==> src/rtl/watch_set_controller.sv <==
// Time-set sequencer for the 24 h watch: debounced-edge buttons drive an
// hours -> minutes -> seconds edit walk and emit one-cycle counter loads.
module watch_set_controller #(
   parameter int TIMEOUT_TICKS = 10
) (
   input  logic       mclk,
   input  logic       reset,
   input  logic       btn_mode,
   input  logic       btn_up,
   input  logic       btn_down,
   input  logic       tick_1s,
   input  logic [5:0] cur_sec,
   input  logic [5:0] cur_min,
   input  logic [4:0] cur_hour,
   output logic       load,
   output logic [1:0] mode,
   output logic [5:0] value,
   output logic       run_en,
   output logic [2:0] blink_sel,
   output logic       editing
);

   typedef enum logic [1:0] {RUN, EDIT_HOUR, EDIT_MIN, EDIT_SEC} state_t;

   localparam logic [5:0] TO_LIMIT = 6'(TIMEOUT_TICKS);

   // Bit order for the button vectors: [2]=mode, [1]=up, [0]=down.
   logic [2:0] btn_raw;
   logic [2:0] sync1_q, sync2_q, prev_q, pulse_q;

   state_t     state_q;
   logic [5:0] ev_q;
   logic [5:0] tcnt_q;
   logic       load_q;
   logic [1:0] mode_q;
   logic [5:0] value_q;

   logic       acc_mode, acc_up, acc_down;
   logic [5:0] ev_max;

   assign btn_raw = {btn_mode, btn_up, btn_down};

   // Two-flop synchroniser, then a registered rising-edge pulse (3 mclk latency).
   always_ff @(posedge mclk or negedge reset) begin
      if (!reset) begin
         sync1_q <= '0;
         sync2_q <= '0;
         prev_q  <= '0;
         pulse_q <= '0;
      end else begin
         sync1_q <= btn_raw;
         sync2_q <= sync1_q;
         prev_q  <= sync2_q;
         pulse_q <= sync2_q & ~prev_q;
      end
   end

   // Mode beats up/down; simultaneous up+down cancel each other.
   assign acc_mode = pulse_q[2];
   assign acc_up   = pulse_q[1] & ~pulse_q[0] & ~pulse_q[2];
   assign acc_down = pulse_q[0] & ~pulse_q[1] & ~pulse_q[2];

   assign ev_max = (state_q == EDIT_HOUR) ? 6'd23 : 6'd59;

   always_ff @(posedge mclk or negedge reset) begin
      if (!reset) begin
         state_q <= RUN;
         ev_q    <= '0;
         tcnt_q  <= '0;
         load_q  <= 1'b0;
         mode_q  <= 2'd0;
         value_q <= '0;
      end else begin
         load_q <= 1'b0;
         mode_q <= 2'd0;
         case (state_q)
            RUN: begin
               tcnt_q <= '0;
               if (acc_mode) begin
                  state_q <= EDIT_HOUR;
                  ev_q    <= {1'b0, cur_hour};
               end
            end
            default: begin
               if (tcnt_q == TO_LIMIT) begin
                  // Abandon the edit: pending ev is dropped, nothing loaded.
                  state_q <= RUN;
                  tcnt_q  <= '0;
               end else if (acc_mode) begin
                  tcnt_q <= '0;
                  load_q <= 1'b1;
                  case (state_q)
                     EDIT_HOUR: begin
                        mode_q  <= 2'd3;
                        value_q <= {1'b0, ev_q[4:0]};
                        ev_q    <= cur_min;
                        state_q <= EDIT_MIN;
                     end
                     EDIT_MIN: begin
                        mode_q  <= 2'd2;
                        value_q <= ev_q;
                        ev_q    <= cur_sec;
                        state_q <= EDIT_SEC;
                     end
                     default: begin
                        mode_q  <= 2'd1;
                        value_q <= ev_q;
                        state_q <= RUN;
                     end
                  endcase
               end else if (acc_up) begin
                  tcnt_q <= '0;
                  ev_q   <= (ev_q >= ev_max) ? 6'd0 : ev_q + 6'd1;
               end else if (acc_down) begin
                  tcnt_q <= '0;
                  ev_q   <= (ev_q == 6'd0 || ev_q > ev_max) ? ev_max : ev_q - 6'd1;
               end else if (tick_1s) begin
                  tcnt_q <= tcnt_q + 6'd1;
               end
            end
         endcase
      end
   end

   assign load    = load_q;
   assign mode    = mode_q;
   assign value   = value_q;
   assign run_en  = (state_q == RUN);
   assign editing = (state_q != RUN);

   always_comb begin
      blink_sel = 3'b000;
      case (state_q)
         EDIT_HOUR: blink_sel = 3'b100;
         EDIT_MIN:  blink_sel = 3'b010;
         EDIT_SEC:  blink_sel = 3'b001;
         default:   blink_sel = 3'b000;
      endcase
   end

endmodule

==> config.mk <==
export PLATFORM = sky130hd
export DESIGN_NAME = watch_set_controller
export DESIGN_NICKNAME = d
export VERILOG_FILES = /design/src/rtl/watch_set_controller.sv
export SDC_FILE = /design/constraint.sdc
export NUM_CORES = 1
export LEC_CHECK = 0
export ABC_AREA = 1
export ABC_CLOCK_PERIOD_IN_PS = 2150
export CAP_MARGIN = 40
export CORE_ASPECT_RATIO = 0.6
export CORE_MARGIN = 2
export CORE_UTILIZATION = 52
export DETAILED_ROUTE_END_ITERATION = 12
export PLACE_DENSITY = 0.85
export SYNTH_ARGS = -nofsm -noshare
export SYNTH_HDL_FRONTEND = slang
export SYNTH_SLANG_ARGS = --single-unit
==> constraint.sdc <==
create_clock -name mclk -period 2.15 [get_ports mclk]
set_input_delay 0.43 -clock mclk [delete_from_list [all_inputs] [get_ports mclk]]
set_output_delay 0.43 -clock mclk [all_outputs]
set_load 0.05 [all_outputs]
# Yosys cells after proc, flatten, opt, wreduce, memory -nomap -nowiden

Index checks and enable logic that the tools add are counted.

Add/subtract/negate cells: 3
Order comparisons: 2
Eq/ne operators: 7
Muxes and demuxes: 30
Bitwise logic cells: 11
Reductions and logical operators: 10

Operators with widths:

| cell                | number |
|---|---|
| $mux 6              | 16 |
| $mux 2              | 7 |
| $add 6x1->6 const B | 2 |
| $pmux 6 s2          | 1 |
| $pmux 3 s3          | 1 |
| $pmux 2 s2          | 2 |
| $eq 6x4->1 const B  | 1 |
| $ge 6x6->1          | 1 |
| $gt 6x6->1          | 1 |
| $logic_not 6->1     | 1 |
| $reduce_bool 6->1   | 1 |
| $sub 6x1->6 const B | 1 |
| $not 1->1           | 5 |
| $and 1x1->1         | 4 |
| $eq 2x2->1 const B  | 2 |
| $ne 4x2->1 const B  | 1 |
| $reduce_and 4->1    | 1 |
| $reduce_bool 2->1   | 2 |
| $and 3x3->3         | 1 |
| $mux 1              | 3 |
| $not 3->3           | 1 |
| $reduce_and 3->1    | 1 |
| $reduce_bool 3->1   | 1 |
| $eq 2x1->1 const B  | 1 |
| other kinds (5)     | 5 |

Register bits: 35
Output and inout bits: 14
Word-level logic and storage cells: 73

# Longest topological paths before layout

Gate-level depths: netlist (run 1).

Depth after elaboration: 10
Mapped depth: 16
Mapped depth without buffers: 16

# Worst setup path after synthesis (run 1)

No wires, ideal clock.

Path kind: register to register
From: register state_q[1]
To: register ev_q[2]
Data arrival time: 2.286 ns
Path slack: -0.252 ns
Stages on the path, launching flop included: 15
Path buffers: 0
Path through: dfrtp_1 > inv_1 > ha_1 > inv_1 > ha_1 > nor3_2 > nand2_1 > nand2_2 > nand2_4 > nand2_2 > nand2_1 > nand2_1 > nand2_1 > nand2_1 > nand2_1

Cells in the longest elaborated chain, start to end: 10

Ends and longest elaborated chain:

| item                     | RTL line | text |
|---|---|---|
| start: declaration       | 31       | `state_t state_q;` |
| start signal: assignment | 67       | `state_q <= RUN;` |
| start signal: assignment | 80       | `state_q <= EDIT_HOUR;` |
| start signal: assignment | 87       | `state_q <= RUN;` |
| $eq 2x1->1               | 63, 92   |  |
| $mux 6                   | 63       | `assign ev_max = (state_q == EDIT_HOUR) ? 6'd23 : 6'd59;` |
| $gt 6x6->1               | 116      | `ev_q <= (ev_q == 6'd0 \|\| ev_q > ev_max) ? ev_max : ev_q - 6'd1;` |
| $logic_or 1x1->1         | 116      |  |
| $mux 6                   | 116      |  |
| $mux 6                   | 114      | `end else if (acc_down) begin` |
| $mux 6                   | 111      | `end else if (acc_up) begin` |
| $mux 6                   | 89       | `end else if (acc_mode) begin` |
| $mux 6                   | 85       | `if (tcnt_q == TO_LIMIT) begin` |
| $mux 6                   | 76       | `case (state_q)` |
| end signal: assignment   | 81       | `ev_q <= {1'b0, cur_hour};` |
| end signal: assignment   | 113      | `ev_q <= (ev_q >= ev_max) ? 6'd0 : ev_q + 6'd1;` |
| end signal: assignment   | 116      |  |
| end: declaration         | 32       | `logic [5:0] ev_q;` |

Parallel ways exist; a longest one is shown, timed or not. The select of a mux whose other input is x is not followed.
A chain may end at the register's enable or synchronous reset.

# Final worst setup path (run 1)

From: register state_q[1]
To: register ev_q[5]

Same word-level chain as after synthesis.

==> results of run 1 <==
==> cell usage after synthesis, types with 4 or more instances <==
library cell and number:
nand2_2 5, nand3_1 14, inv_1 21, o21ai_1 4, a21oi_1 7, nor2_1 38, xor2_1 11, o21ai_0 10
dfrtp_1 35, nand2_1 59, ha_1 13
==> worst min-delay path by stage <==
stage | depth (start not counted) | from | slack, ps | end
floorplan | 0 | reset | 130 | ev_q[0]
global placement | 0 | sync1_q[1] | 330 | sync2_q[1]
detailed placement | 0 | sync1_q[2] | 340 | sync2_q[2]
CTS | 0 | sync1_q[2] | 350 | sync2_q[2]
global route | 0 | sync1_q[2] | 370 | sync2_q[2]
finish | 0 | sync1_q[2] | 350 | sync2_q[2]
==> worst max-delay path: stages (launching register included) <==
cell	delay (ps)
dfrtp_1	400
inv_2	100
ha_4	160
inv_1	80
ha_1	280
nand2_1	60
nor3_2	220
nand2_1	90
nand2_2	110
nand2_4	80
o21ai_1	140
nand2_1	70
nand2_1	70
nand2_1	60
==> per-layer routing <==
metal  track usage (%)  vias up  share of wire (%)
met4             10.22        0                1.6
met2             33.87       53                 43
met3             5.714        9                7.1
met1             31.47      778                 48
met5                 0        -                  0
li1                  -      862                  -
==> flip-flops by register name, summed over array words and instances (netlist names) <==
name     count
state_q      2
sync1_q      3
value        6
ev_q         6
load         1
mode         2
tcnt_q       6
prev_q       3
pulse_q      3
sync2_q      3
==> cells by family after synthesis <==
kind of cell    count (synthesis)
compound gates                 26
buf+inv                        31
flops                          35
simple gates                  129
xor+xnor                       12
fa+ha+maj                      13
==> report_power, final <==
group          internal (W)  switching (W)
registers          0.000812       0.000154
logic              0.000794        0.00130
clock network      0.000462       0.000256
total               0.00207        0.00171
==> per-stage QoR <==
stage                     setup TNS, ps  instance area, µm²  cells
after floorplan                       0                2002    246
after global placement                0                2451    329
after detailed placement              0                2451    329
after CTS                             0                2587    337
after global routing             -19.29                2603    338
final                                 0                2603    338
==> timing repair <==
action | CTS | global route
setup buffers | 0 | 1
setup endpoints to repair | 0 | 6
endpoints found under the hold margin | 0 | 0
resized for setup | 0 | 4
==> area by class of cell <==
type | count | share of cell area, %
multi-input combinational | 180 | 38.27
sequential | 35 | 33.70
timing repair buffer | 43 | 16.83
inverter | 25 | 3.702
clock buffer | 5 | 2.644
clock inverter | 3 | 2.596
tap | 47 | 2.260
==> run summary, run 1 <==
status - complete, no violations
Multi-input gate area - 996.0 µm²
first-pass GRT wire length - 7355 µm
ant diodes - 0
TritonCTS Sinks - 35
critical path capture point - ev_q[5]
pwr dens - 1451 nW/µm²
Die Y - 51.90 µm
worst-margin pin slew - 535.1 ps
Syn Inst Count - 246
Arrival @ worst endpoint - 2220 ps
Post-route DRC - 0
max-slew violation total from the final report - 0
Synth Area per Inst - 8.082 µm²
antenna violations before repair - 0
commonest non-fill, non-tap cell in the layout - nand2_1
Core Area - 3659 µm²
worst hold path type - flip-flop to flip-flop
mux contribution to synthesized area - 0%
Setup CP Type - flip-flop to flip-flop
Worst-path clk slew - 70 ps
worst reg2reg path endpoint - ev_q[5]
Cell Rows - 17
fin worst setup slack - 123.6 ps
Die W - 83.83 µm
flops & latches, synth - 35
Synth Flop Type - dfrtp_1
vias - 1,702
Num CTS Buffers - 5
Hold-fix buffers, CTS - 0
Final Util - 71.14%
global placement routability congestion - 0.9556
Fillers - 298
TritonCTS clock tree - done
CP max FO - 6
clock latency on the worst-skew pair - 300 ps
leading area contributor after synthesis - dfrtp_1
Slew headroom - 64.32%
XOR/XNOR Fraction of Synth Area - 5.286%
WHS - 351.2 ps
RR Startpoint - state_q[1]
Yosys warnings - 0
simple-gate share of the synthesized area - 28.19%
Synth Area in Compound Gates - 7.489%
Net Count, Synth - 282
CP endpoint kind - flip-flop
layout cells sized above 1 - 15.12%
clk_skew - 5.659 ps
wire length per cell - 13.49 µm
Final Cycle Share - 94.25%
root buf cell - clkbuf_8
Final #Nets - 326
number of enable flip-flop cells after synthesis - 0
maximum VDD drop - 0.9222 mV
DIE AREA - 4350 µm²
Top Ports - 37
clk buf depth - 2
Initial Util - 54.34%
final setup fails - 0
grt total ovfl - 0
asr flop ratio synth - 100.0%
# Max-Cap Violations - 0
initial drt markers - 104
FF-to-FF path depth - 13
worst setup path startpoint - state_q[1]
Leak - 1.273 nW
count of cell types in the netlist - 30
Worst EP required - 2340 ps
most frequent cells in the layout - nand2_1, nor2_1, dfrtp_1
CTS H-Tree Depth - 2
vias in the first global route - 1,540
Routed Antenna Nets - 0
CP startpoint kind - flip-flop
PnR Total Power - 0.003776 W
Via density - 5.036
First-pass DRT Iterations - 4
final hold vios - 0
post-DP HPWL - 3380 µm
pin count of the biggest net entering global routing - 36
register area - 877.1 µm²
Synth-to-Final Area Change - 30.90%
largest family of logic cells by synthesized area - simple AND/OR/NAND/NOR gates
crit path time final - 2026 ps
Fmax - 0.4935 GHz
IO buf count - 36
Post-Syn Area - 1988 µm²
flop2flop setup slack - 120 ps
dpl ws - 68.15 ps
post-synthesis adder-cell area fraction - 8.181%
share of Yosys cell area claimed by the top area cell type - 44.05%
Area contributors post-synth - dfrtp_1, nand2_1, ha_1, nor2_1, xor2_1
register area share after synthesis - 44.05%
Total GRT Usage - 22.66%
final wirelength - 4558 µm
Note: power is estimated with default switching activity, not from simulation.
==> inputs of run 2 (changes only) <==
- SLEW_MARGIN: default -> 15
==> results of run 2 <==
The final DEF is identical to that of run 1; final timing and power are the same.
==> inputs of run 3 (changes only) <==
- CORE_ASPECT_RATIO: 0.6 -> default
==> run 3 against run 2 <==
Effect of this change:
- cell area fell by 1.8%
- maximum frequency fell by 1.3%
- critical path depth fell by 7
- sequential share of layout area rose by 0.63 points
- worst hold slack improved by 16 ps
- utilization fell by 1.3 points
- die area fell by 0.36%
- first-iteration DRC count fell by 5.8%
- non-clock buffer count rose by 1
- routed wire length fell by 7.1%
- critical endpoint is now editing
==> run summary, run 3 (synthesized netlist as in run 1, its figures left out) <==
TritonCTS clock tree - done (unchanged)
crit path time final - 2053 ps (was 2026 ps)
max incr delay on CP - 420 ps (was 400 ps)
FF-to-FF path depth - 13 (unchanged)
# Max-Cap Violations - 0 (unchanged)
worst setup path startpoint - state_q[1] (unchanged)
RR Startpoint - state_q[1] (unchanged)
fin cells - 339 (was 338)
flop2flop setup slack - 110 ps (was 120 ps)
Setup CP Type - flip-flop to primary output (was flip-flop to flip-flop)
initial drt markers - 98 (was 104)
critical path capture point - editing (was ev_q[5])
grt total ovfl - 0 (unchanged)
Multi-input gate area - 993.5 µm² (was 996.0 µm²)
Die W - 65.84 µm (was 83.83 µm)
wire length per cell - 12.49 µm (was 13.49 µm)
pwr dens - 1367 nW/µm² (was 1451 nW/µm²)
worst hold path type - flip-flop to flip-flop (unchanged)
clk_skew - 5.101 ps (was 5.659 ps)
Arrival @ worst endpoint - 1620 ps (was 2220 ps)
CP max FO - 13 (was 6)
global placement routability congestion - 0.9393 (was 0.9556)
CP cell instances - inv_2 -> buf_4 -> ha_1 -> inv_2 -> buf_4 -> buf_12 (was inv_2 -> ha_4 -> inv_1 -> ha_1 -> nand2_1 -> nor3_2 -> nand2_1 -> nand2_2 -> nand2_4 -> o21ai_1 -> nand2_1 -> nand2_1 -> nand2_1)
Num CTS Buffers - 5 (unchanged)
IO buf count - 36 (unchanged)
layout cells sized above 1 - 15.12% (unchanged)
Die Y - 65.84 µm (was 51.90 µm)
ant diodes - 0 (unchanged)
Worst EP required - 1720 ps (was 2340 ps)
Final Cycle Share - 95.47% (was 94.25%)
maximum VDD drop - 0.5935 mV (was 0.9222 mV)
Hold-fix buffers, CTS - 0 (unchanged)
Total GRT Usage - 21.62% (was 22.66%)
Final #Nets - 327 (was 326)
instance count on the critical path - 6 (was 13)
CP endpoint kind - primary output (was flip-flop)
slowest stage cell, crit path - dfrtp_1 (unchanged)
antenna violations before repair - 0 (unchanged)
Routed Antenna Nets - 0 (unchanged)
TritonCTS Sinks - 35 (unchanged)
design area - 2555 µm² (was 2603 µm²)
most frequent cells in the layout - nand2_1, nor2_1, dfrtp_1 (unchanged)
register area - 877.1 µm² (unchanged)
Fillers - 273 (was 298)
Fmax - 0.4872 GHz (was 0.4935 GHz)
Top delay family on crit path - buffers and inverters (was simple AND/OR/NAND/NOR gates)
clk buf depth - 2 (unchanged)
CP bufs+invs - 5 (was 2)
Cell Rows - 22 (was 17)
DP Cell Count - 329 (unchanged)
clock latency on the worst-skew pair - 280 ps (was 300 ps)
CP startpoint kind - flip-flop (unchanged)
final hold vios - 0 (unchanged)
max-slew violation total from the final report - 0 (unchanged)
status - complete, no violations (unchanged)
Leak - 1.257 nW (was 1.273 nW)
final wirelength - 4234 µm (was 4558 µm)
fin worst setup slack - 97.29 ps (was 123.6 ps)
first-pass GRT wire length - 7024 µm (was 7355 µm)
Post-route DRC - 0 (unchanged)
Initial Util - 54.31% (was 54.34%)
Core Area - 3661 µm² (was 3659 µm²)
final setup fails - 0 (unchanged)
pin count of the biggest net entering global routing - 36 (unchanged)
DIE AREA - 4334 µm² (was 4350 µm²)
Worst-path clk slew - 60 ps (was 70 ps)
Final Util - 69.79% (was 71.14%)
commonest non-fill, non-tap cell in the layout - nand2_1 (unchanged)
worst reg2reg path endpoint - ev_q[1] (was ev_q[5])
root buf cell - clkbuf_8 (unchanged)
Synth-to-Final Area Change - 28.51% (was 30.90%)
PnR Total Power - 0.003493 W (was 0.003776 W)
Via density - 5.047 (was 5.036)
post-DP HPWL - 3253 µm (was 3380 µm)
worst-margin pin slew - 493.9 ps (was 535.1 ps)
dpl ws - 73.91 ps (was 68.15 ps)
First-pass DRT Iterations - 4 (unchanged)
Top Ports - 37 (unchanged)
vias - 1,711 (was 1,702)
CTS H-Tree Depth - 2 (unchanged)
Post-DP Area - 2445 µm² (was 2451 µm²)
vias in the first global route - 1,586 (was 1,540)
Slew headroom - 66.97% (was 64.32%)
## run 3: worst min path at each step
stage	startpoint	end	depth (start not counted)
final	sync1_q[1]	sync2_q[1]	0
after global routing	sync1_q[0]	sync2_q[0]	0
after CTS	sync1_q[0]	sync2_q[0]	0
after detailed placement	sync1_q[0]	sync2_q[0]	0
after global placement	sync1_q[0]	sync2_q[0]	0
after floorplan	reset	ev_q[0]	0
## run 3: through the flow
stage                     hold WS (ps)  TNS, ps
after floorplan                  134.4        0
after global placement           339.2        0
after detailed placement         340.2        0
after CTS                        369.1        0
after global routing             378.7   -18.89
final                            367.2        0
## run 3: what timing repair did
action,CTS,global route
resized for setup,0,4
setup endpoints to repair,0,7
endpoints found under the hold margin,0,0
buffers inserted,0,3
## run 3: area by class of cell
type	instances	area share (%)
clock inverters	2	0.5387
inverters	25	3.771
repair buffers	44	17.43
clock buffers	5	2.693
multi-input cells	180	38.88
flip-flops and latches	35	34.33
well taps	48	2.351
## run 3: power breakdown
group,leakage [nW],internal [W],total (W),switching (W)
clock network,0.0440,0.000221,0.000438,0.000217
registers,0.439,0.000813,0.000959,0.000147
logic,0.774,0.000806,0.00210,0.00129
total,1.26,0.00184,0.00349,0.00165
## run 3: routing by layer
| metal | part of all wire, % | vias up | global-route usage, % | wire (µm) |
|---|---|---|---|---|
| met5 | 0 | - | 0 | 0 |
| met4 | 0.73 | 0 | 6.250 | 31 |
| met3 | 4.4 | 4 | 5.792 | 186 |
| met2 | 52 | 40 | 36.62 | 2214 |
| met1 | 43 | 802 | 27.07 | 1801 |
| li1 | - | 865 | - | - |
